--- src/rtl/seq_div_32.sv ---
// seq_div_32: 32-bit sequential restoring divider.
//
// Takes one quotient bit per cycle, so a division takes 32 CALC cycles.
// A divisor of zero skips CALC and reports Q=all-ones, R=A, DIV_ZERO=1.
//
// Optional feature: define SEQ_DIV_SIGNED_EN to enable two's-complement
// division when SIGNED=1. Operands are divided as magnitudes, Q is negated
// when the operand signs differ and R takes the sign of A. Without the
// macro SIGNED is ignored and no sign-correction logic is built.
//
// Ports:
//   CLK      in   1  rising-edge clock
//   RST      in   1  asynchronous active-low reset
//   START    in   1  request, accepted when BUSY=0
//   A        in  32  dividend, latched on accepted START
//   B        in  32  divisor, latched on accepted START
//   SIGNED   in   1  1 = signed divide (SEQ_DIV_SIGNED_EN builds only)
//   Q        out 32  quotient
//   R        out 32  remainder
//   BUSY     out  1  high while in CALC
//   DONE     out  1  one-cycle pulse when Q/R become valid
//   DIV_ZERO out  1  divisor was zero for the held result
module seq_div_32 (
  input  logic        CLK,
  input  logic        RST,
  input  logic        START,
  input  logic [31:0] A,
  input  logic [31:0] B,
  input  logic        SIGNED,
  output logic [31:0] Q,
  output logic [31:0] R,
  output logic        BUSY,
  output logic        DONE,
  output logic        DIV_ZERO
);

  typedef enum logic [1:0] {StIdle, StCalc, StFin} state_e;

  state_e      state_q, state_d;
  logic [4:0]  cnt_q, cnt_d;
  logic [31:0] quo_q, quo_d;   // dividend bits shift out the top, quotient bits in
  logic [31:0] rem_q, rem_d;   // partial remainder
  logic [31:0] dvs_q, dvs_d;   // divisor (magnitude in signed mode)
  logic [31:0] q_q, q_d;
  logic [31:0] r_q, r_d;
  logic        dz_q, dz_d;
  logic        done_q, done_d;

  logic [31:0] a_op, b_op;
  logic [31:0] q_fin, r_fin;

  // One restoring step
  logic [32:0] rem_shift;
  logic [31:0] sub;
  logic        take;
  logic [31:0] rem_next, quo_next;

  assign rem_shift = {rem_q, quo_q[31]};
  assign take      = (rem_shift >= {1'b0, dvs_q});
  // When take is set the true difference is below the divisor, so 32 bits are exact.
  assign sub       = rem_shift[31:0] - dvs_q;
  assign rem_next  = take ? sub : rem_shift[31:0];
  assign quo_next  = {quo_q[30:0], take};

`ifdef SEQ_DIV_SIGNED_EN
  logic qneg_q, qneg_d;
  logic rneg_q, rneg_d;

  assign a_op   = (SIGNED && A[31]) ? -A : A;
  assign b_op   = (SIGNED && B[31]) ? -B : B;
  assign qneg_d = SIGNED && (A[31] ^ B[31]);
  assign rneg_d = SIGNED && A[31];
  assign q_fin  = qneg_q ? -quo_next : quo_next;
  assign r_fin  = rneg_q ? -rem_next : rem_next;

  always_ff @(posedge CLK or negedge RST) begin
    if (!RST) begin
      qneg_q <= 1'b0;
      rneg_q <= 1'b0;
    end else if (START && (state_q != StCalc)) begin
      qneg_q <= qneg_d;
      rneg_q <= rneg_d;
    end
  end
`else
  logic unused_signed;

  assign unused_signed = SIGNED;
  assign a_op          = A;
  assign b_op          = B;
  assign q_fin         = quo_next;
  assign r_fin         = rem_next;
`endif

  always_comb begin
    state_d = state_q;
    cnt_d   = cnt_q;
    quo_d   = quo_q;
    rem_d   = rem_q;
    dvs_d   = dvs_q;
    q_d     = q_q;
    r_d     = r_q;
    dz_d    = dz_q;
    done_d  = 1'b0;

    unique case (state_q)
      StIdle, StFin: begin
        if (START) begin
          cnt_d = 5'd0;
          if (B == 32'd0) begin
            state_d = StFin;
            q_d     = 32'hFFFF_FFFF;
            r_d     = A;
            dz_d    = 1'b1;
            done_d  = 1'b1;
          end else begin
            state_d = StCalc;
            quo_d   = a_op;
            rem_d   = 32'd0;
            dvs_d   = b_op;
          end
        end else if (state_q == StFin) begin
          state_d = StIdle;
        end
      end
      StCalc: begin
        cnt_d = cnt_q + 5'd1;
        quo_d = quo_next;
        rem_d = rem_next;
        if (cnt_q == 5'd31) begin
          state_d = StFin;
          q_d     = q_fin;
          r_d     = r_fin;
          dz_d    = 1'b0;
          done_d  = 1'b1;
        end
      end
      default: state_d = StIdle;
    endcase
  end

  always_ff @(posedge CLK or negedge RST) begin
    if (!RST) begin
      state_q <= StIdle;
      cnt_q   <= 5'd0;
      quo_q   <= 32'd0;
      rem_q   <= 32'd0;
      dvs_q   <= 32'd0;
      q_q     <= 32'd0;
      r_q     <= 32'd0;
      dz_q    <= 1'b0;
      done_q  <= 1'b0;
    end else begin
      state_q <= state_d;
      cnt_q   <= cnt_d;
      quo_q   <= quo_d;
      rem_q   <= rem_d;
      dvs_q   <= dvs_d;
      q_q     <= q_d;
      r_q     <= r_d;
      dz_q    <= dz_d;
      done_q  <= done_d;
    end
  end

  assign Q        = q_q;
  assign R        = r_q;
  assign BUSY     = (state_q == StCalc);
  assign DONE     = done_q;
  assign DIV_ZERO = dz_q;

endmodule

--- config.mk ---
export PLATFORM = sky130hd
export DESIGN_NAME = seq_div_32
export DESIGN_NICKNAME = d
export VERILOG_FILES = /design/src/rtl/seq_div_32.sv
export SDC_FILE = /design/constraint.sdc
export NUM_CORES = 1
export LEC_CHECK = 0
export CAP_MARGIN = 20
export CORE_MARGIN = 2
export CORE_UTILIZATION = 59
export CTS_CLUSTER_DIAMETER = 30
export DETAILED_ROUTE_END_ITERATION = 7
export HOLD_SLACK_MARGIN = 0.1
export PLACE_DENSITY = 0.86
export SETUP_SLACK_MARGIN = 0.4
export SYNTH_ARGS = -nofsm -noshare
export SYNTH_HDL_FRONTEND = slang
export SYNTH_SLANG_ARGS = --single-unit
--- constraint.sdc ---
create_clock -name CLK -period 4.3 [get_ports CLK]
set_input_delay 0.645 -clock CLK [delete_from_list [all_inputs] [get_ports CLK]]
set_output_delay 0.645 -clock CLK [all_outputs]
set_load 0.005 [all_outputs]
==> results of run 1 <==
## critical path, cell delays in order, from the launching register on
cell      delay (ns)
dfrtp_1         0.40
ha_1            0.39
nand4_1         0.22
o21bai_1        0.26
a2111o_1        0.43
a21boi_2        0.22
o211ai_2        0.15
a21oi_4         0.14
buf_4           0.44
mux2i_1         0.44
o21ai_1         0.13
## Yosys cell counts (all sizes together) (4+ instances only)
cell and number:
a211oi 7, a21o 17, a21oi 97, a31oi 38
and2 5, and3 28, buf 22, clkbuf 43
dfrtp 169, ha 34, inv 43, mux2i 23
nand2 168, nand3 23, nand4 12, nor2 92
nor2b 6, nor3 7, nor4 10, o211ai 8
o21ai 107, o21bai 4, o31ai 5, or3 4
xnor2 12, xor2 12
## cell families after synthesis
group	Yosys count	share of synthesized area, %
fa+ha+maj	35	4.89
xor+xnor	24	2.31
compound gates	317	20.9
simple gates	366	17.8
buf+inv	108	4.93
mux	25	2.77
flops	169	46.4
## final timing paths
check / slack [ns] / startpoint / end
max: 0.94 / rem_q[7] / R[12]
min: 0.50 / DIV_ZERO / DIV_ZERO
max reg2reg: 0.94 / rem_q[7] / R[12]
min reg2reg: 0.50 / DIV_ZERO / DIV_ZERO
max in group asynchronous: 2.59 / RST / Q[14]
min in group asynchronous: 0.63 / RST / cnt_q[2]
## through the flow
step | util (%) | std cells | setup slack (ns)
global placement | 69.4 | 1313 | 0.557
detailed placement | 69.5 | 1314 | 0.536
floorplan | - | 1044 | 1.73
finish | 73.8 | 1349 | 0.938
global route | 73.8 | 1349 | 0.782
CTS | 73.4 | 1346 | 0.944
## sequential cells by signal, summed over array words and instances (netlist names)
| name | flops |
|---|---|
| DONE | 1 |
| cnt_q | 5 |
| quo_q | 32 |
| Q | 32 |
| dvs_q | 32 |
| rem_q | 32 |
| state_q | 2 |
| R | 32 |
| DIV_ZERO | 1 |
## cells in the final DEF (no fill, tap or decap), types with 4 or more instances in the layout
master           netlist  final
a211oi_1               6      6
a21o_1                17     17
a21oi_1               96     96
a31oi_1               38     38
and2_1                 4      4
and3_1                28     28
buf_4                  2     12
clkbuf_16              0     17
clkdlybuf4s50_1        0    132
clkinv_4               0      4
dfrtp_1              169    169
ha_1                  34     34
inv_1                 42     42
inv_6                  0      4
mux2i_1               23     23
nand2_1              168    168
nand3_1               23     23
nand4_1               12     12
nor2_1                92     90
nor2b_1                6      6
nor3_1                 7      7
nor4_1                10     10
o211ai_1               7      7
o21ai_0               67     67
o21ai_1               40     40
o21bai_1               4      4
o31ai_1                4      4
or3_1                  4      4
xnor2_1               12     12
xor2_1                12     12
## per-layer routing
layer / track usage (%) / wire length [um]
met5: 0 / 0
met4: 7.63 / 356
met3: 4.88 / 1870
met2: 47.3 / 11300
met1: 44.9 / 11100
## where the power goes
group | leakage [nW] | switching, mW | internal, mW | total, mW
Sequential | 1.93 | 0.495 | 2.36 | 2.86
Combinational | 2.71 | 3.80 | 2.66 | 6.46
Clock | 0.290 | 0.717 | 0.792 | 1.51
Total | 4.93 | 5.02 | 5.81 | 10.8
## final cells by class
class | count | area (um2)
clock inverter | 14 | 153
tap | 188 | 235
timing repair buffer | 150 | 1510
fill | 1124 | 3970
sequential | 169 | 4230
inverter | 43 | 161
clock buffer | 18 | 439
multi-input combinational | 767 | 4450
==> impl_metrics.yaml, run 1 <==
power_and_ir_drop:
  power_leakage_nw: 4.93
  p_per_area_nw_per_um2: 969
  power_mw: 10.8
  ir_worst_vdd_uv: 658
clocking:
  htree_num_levels: 4
  numCtsBuffers: 17
  path_clk_slew_ns: 0.07
  cts_tree: "built"
  post-cts-setup-buffer-count: 0
  holdBufCountCts: 0
  clk_latency_ns: 0.43
  cts_resized: 0
  cts_buffer_depth: 2
  clockRootBuffer: "clkbuf_16"
  cts.sinks: 169
setup_path:
  cp_max_fo: 33
  critPathArrivalTime_ns: 3.66
  startpoint_type: "register"
  reg2regPathDepth: 10
  endpoint_kind: "register"
  critPathKind: "reg -> reg"
  worstPathRequired_ns: 4.59
synth:
  avgSynthCellArea_um2: 8.73
  synth-seq-cells: 169
  ys_types: 67
  yosysSeqAreaShare_pct: 46.4
  syn-instance-count: 1044
  synth_flop_cell: "dfrtp_1"
  yosys-top-cells-area: "dfrtp_1, nand2_1, a21oi_1, ha_1, nor2_1"
  synth_top_area_cell: "dfrtp_1"
  synth_edf_count: 0
  synth_top_area_share_pct: 46.4
  syn_nets: 1147
  netlist_area_um2: 9110
  yosys_warnings: 0
  synthArstFlopShare_pct: 100
die:
  start_util_pct: 60.1
  io_pins: 135
  dieHeight_um: 128
  num_rows: 45
  core_um2: 15100
  die_w_um: 128
  dieArea_um2: 16500
timing:
  holdWs_ns: 0.496
  finalSetupViolations: 0
  max_freq_ghz: 0.297
  maxSlewViolCount: 0
  rsz0062_at_grt: "no"
  tns_ns: 0
  min_period_ns: 3.36
  period_share_pct: 78.2
  fin_skew_ns: 0.00672
  final-hold-violation-count: 0
  slew_headroom_pct: 43.8
  tightestPinTransition_ns: 0.844
min_path:
  hold_path_class: "reg -> reg"
  whs_path_depth: 2
placed_design:
  placed_area_um2: 10500
  routabilityCongestion: 0.989
  post-dp-hpwl_um: 17400
  numPortBuffers: 133
drt:
  wl_per_cell_um: 18.3
  drc: 0
  drt-total-wl_um: 24600
  drt_iter0_markers: 741
  route.antenna.remaining_nets: 0
  first_pass_iters: 5
  viasPerCell: 6.09
  vias: 8219
run:
  drv_cap: 0
global_route:
  grt_overflow: 0
  grt_pass1_wl_um: 39300
  grt_max_degree: 113
  grt_use_total_pct: 30.4
  antenna_found_initial: 0
  grt_pass1_vias: 7586
run_status:
  status: "complete, no violations"
final_layout:
  syn2layout_area_growth_pct: 22.7
  fin_nets: 1251
  fin_area_um2: 11200
  antennaDiodeCount: 0
  drive_gt1_share_pct: 5.68
No activity file was read; power rests on OpenSTA's default activity.
==> run 2, diff against run 1 <==
--- a/config.mk
+++ b/config.mk
@@ -7,11 +7,11 @@
 export LEC_CHECK = 0
 export CAP_MARGIN = 20
 export CORE_MARGIN = 2
-export CORE_UTILIZATION = 59
+export CORE_UTILIZATION = 50
 export CTS_CLUSTER_DIAMETER = 30
 export DETAILED_ROUTE_END_ITERATION = 7
 export HOLD_SLACK_MARGIN = 0.1
-export PLACE_DENSITY = 0.86
+export PLACE_DENSITY = 0.77
 export SETUP_SLACK_MARGIN = 0.4
 export SYNTH_ARGS = -nofsm -noshare
 export SYNTH_HDL_FRONTEND = slang
==> constraint.sdc (replaced) <==
create_clock -name CLK -period 2.8 [get_ports CLK]
set_input_delay 0.42 -clock CLK [delete_from_list [all_inputs] [get_ports CLK]]
set_output_delay 0.42 -clock CLK [all_outputs]
set_load 0.005 [all_outputs]
==> impl_metrics.yaml, run 2 (synthesis results as in run 1) <==
timing:
  min_period_ns: 2.90
  final-hold-violation-count: 0
  max_freq_ghz: 0.345
  slew_headroom_pct: 51.5
  period_share_pct: 104
  finalSetupViolations: 29
  rsz0062_at_grt: "yes"
  fin_ws_ns: -0.0995
  tightestPinTransition_ns: 0.728
  maxSlewViolCount: 0
  fin_skew_ns: 0.0144
setup_path:
  worstPathRequired_ns: 3.10
  rr_startpoint: "rem_q[17]"
  regToRegSetupSlack_ns: -0.1
  critPathKind: "reg -> reg"
  crit_chain: "ha_4 > and4_1 > nor3b_2 > buf_4 > a311oi_4 > o311ai_2 > a31oi_2 > a21oi_4 > buf_4 > buf_12 > buf_6 > o31ai_2 > a21oi_2"
  slowest_stage: "dfrtp_2"
  endpoint_kind: "register"
  startpoint_type: "register"
  reg2regPathDepth: 13
  cp_common_cell: "buf_4"
  critPathArrivalTime_ns: 3.20
  reg2reg_to: "R[23]"
  slowest_delay_ns: 0.45
  crit_buf_inv: 4
  crit_family: "compound AO/OA/AOI/OAI gates"
  cp_max_fo: 6
run_status:
  status: "complete, but fails checks"
  violations: "negative setup slack"
placed_design:
  placed_area_um2: 11700
  post-dp-hpwl_um: 19300
  place_inst: 1471
  numPortBuffers: 133
  routabilityCongestion: 0.917
drt:
  drt-total-wl_um: 30900
  drc: 0
  wl_per_cell_um: 20.1
  route.antenna.remaining_nets: 0
  first_pass_iters: 5
  drt_iter0_markers: 880
  viasPerCell: 5.97
  vias: 9182
clocking:
  cts_buffer_depth: 2
  htree_num_levels: 4
  cts.sinks: 169
  path_clk_slew_ns: 0.07
  cts_tree: "built"
  clk_latency_ns: 0.43
  numCtsBuffers: 17
  clockRootBuffer: "clkbuf_16"
final_layout:
  fillCellCount: 1179
  syn2layout_area_growth_pct: 48.5
  mostFrequentLayoutCells: "dfrtp_1, nand2_1, buf_4, clkdlybuf4s50_1, nor2_1"
  fin_area_um2: 13500
  antennaDiodeCount: 0
  fin_nets: 1400
  fin_util_pct: 75.6
  stdcell_count: 1539
  drive_gt1_share_pct: 25.7
die:
  io_pins: 135
  dieHeight_um: 139
  core_um2: 17900
  die_w_um: 139
  num_rows: 49
  dieArea_um2: 19300
  start_util_pct: 50.9
global_route:
  antenna_found_initial: 0
  grt_max_degree: 126
  grt_overflow: 0
  grt_pass1_wl_um: 44000
  grt_use_total_pct: 28.3
  grt_pass1_vias: 8427
run:
  drv_cap: 0
min_path:
  holdPathEnd: "dvs_q[9]"
  whs_path_depth: 4
  min_from: "B[9]"
  hold_path_class: "in -> reg"
[run 2: cell types whose count changed in the layout (fill, tap and decap cells not counted), moves of 13 or more]
cell,change
a21oi_1,-19
o21ai_0,-18
a21oi_2,+16
mux2i_1,-14
ha_1,-18
o21ai_2,+20
ha_4,+18
buf_4,+119
buf_6,+13
[run 2: worst max-delay path by stage]
stage | startpoint | end | slack (ns) | depth (start not counted)
floorplan | rem_q[0] | R[13] | 0.25 | 10
global placement | B[27] | R[31] | -0.11 | 13
detailed placement | B[27] | R[11] | -0.21 | 11
CTS | rem_q[6] | rem_q[14] | -0.004 | 11
global route | quo_q[31] | rem_q[20] | -0.16 | 13
finish | rem_q[17] | R[23] | -0.1 | 13
[run 2: worst reg2reg max path: stages, from the launching register on]
cell      delay (ns)
dfrtp_2         0.45
ha_4            0.25
and4_1          0.20
nor3b_2         0.15
buf_4           0.15
a311oi_4        0.23
o311ai_2        0.16
a31oi_2         0.30
a21oi_4         0.12
buf_4           0.16
buf_12          0.14
buf_6           0.15
o31ai_2         0.25
a21oi_2         0.06
[run 2: area by class of cell]
class,instances,area [um2],share of cell area (%)
clock buffers,18,429,3.17
clock inverters,14,159,1.17
multi-input cells,767,5330,39.4
well taps,229,287,2.12
inverters,43,161,1.19
repair buffers,299,2930,21.7
flip-flops and latches,169,4240,31.3
[run 2: repair_timing]
| item | in CTS | in global routing |
|---|---|---|
| cloned | 3 | 4 |
| endpoints found under the hold margin | 71 | 0 |
| hold buffers | 1 | 0 |
| setup endpoints to repair | 92 | 92 |
| gates resized for setup | 76 | 114 |
| pin swaps | 16 | 27 |
| buffers inserted | 15 | 12 |
[run 2: metal layers]
metal	track usage (%)	vias up	part of all wire (%)
li1	-	4194	-
met5	0	-	0
met4	9.20	0	2.9
met2	44.6	481	48
met3	4.04	71	6.8
met1	40.7	4436	42
[run 2: through the flow]
step	worst slack, ns	setup TNS, ns	hold slack, ns
finish	-0.0995	-0.844	0.338
global route	-0.159	-3.90	0.370
CTS	-0.00363	-0.00363	0.421
detailed placement	-0.205	-7.21	0.472
global placement	-0.109	-3.00	0.465
floorplan	0.245	0	0.124
Power of run 2 is not shown: default switching activity piles up to over one toggle a cycle in this logic, so the estimate is an artifact.
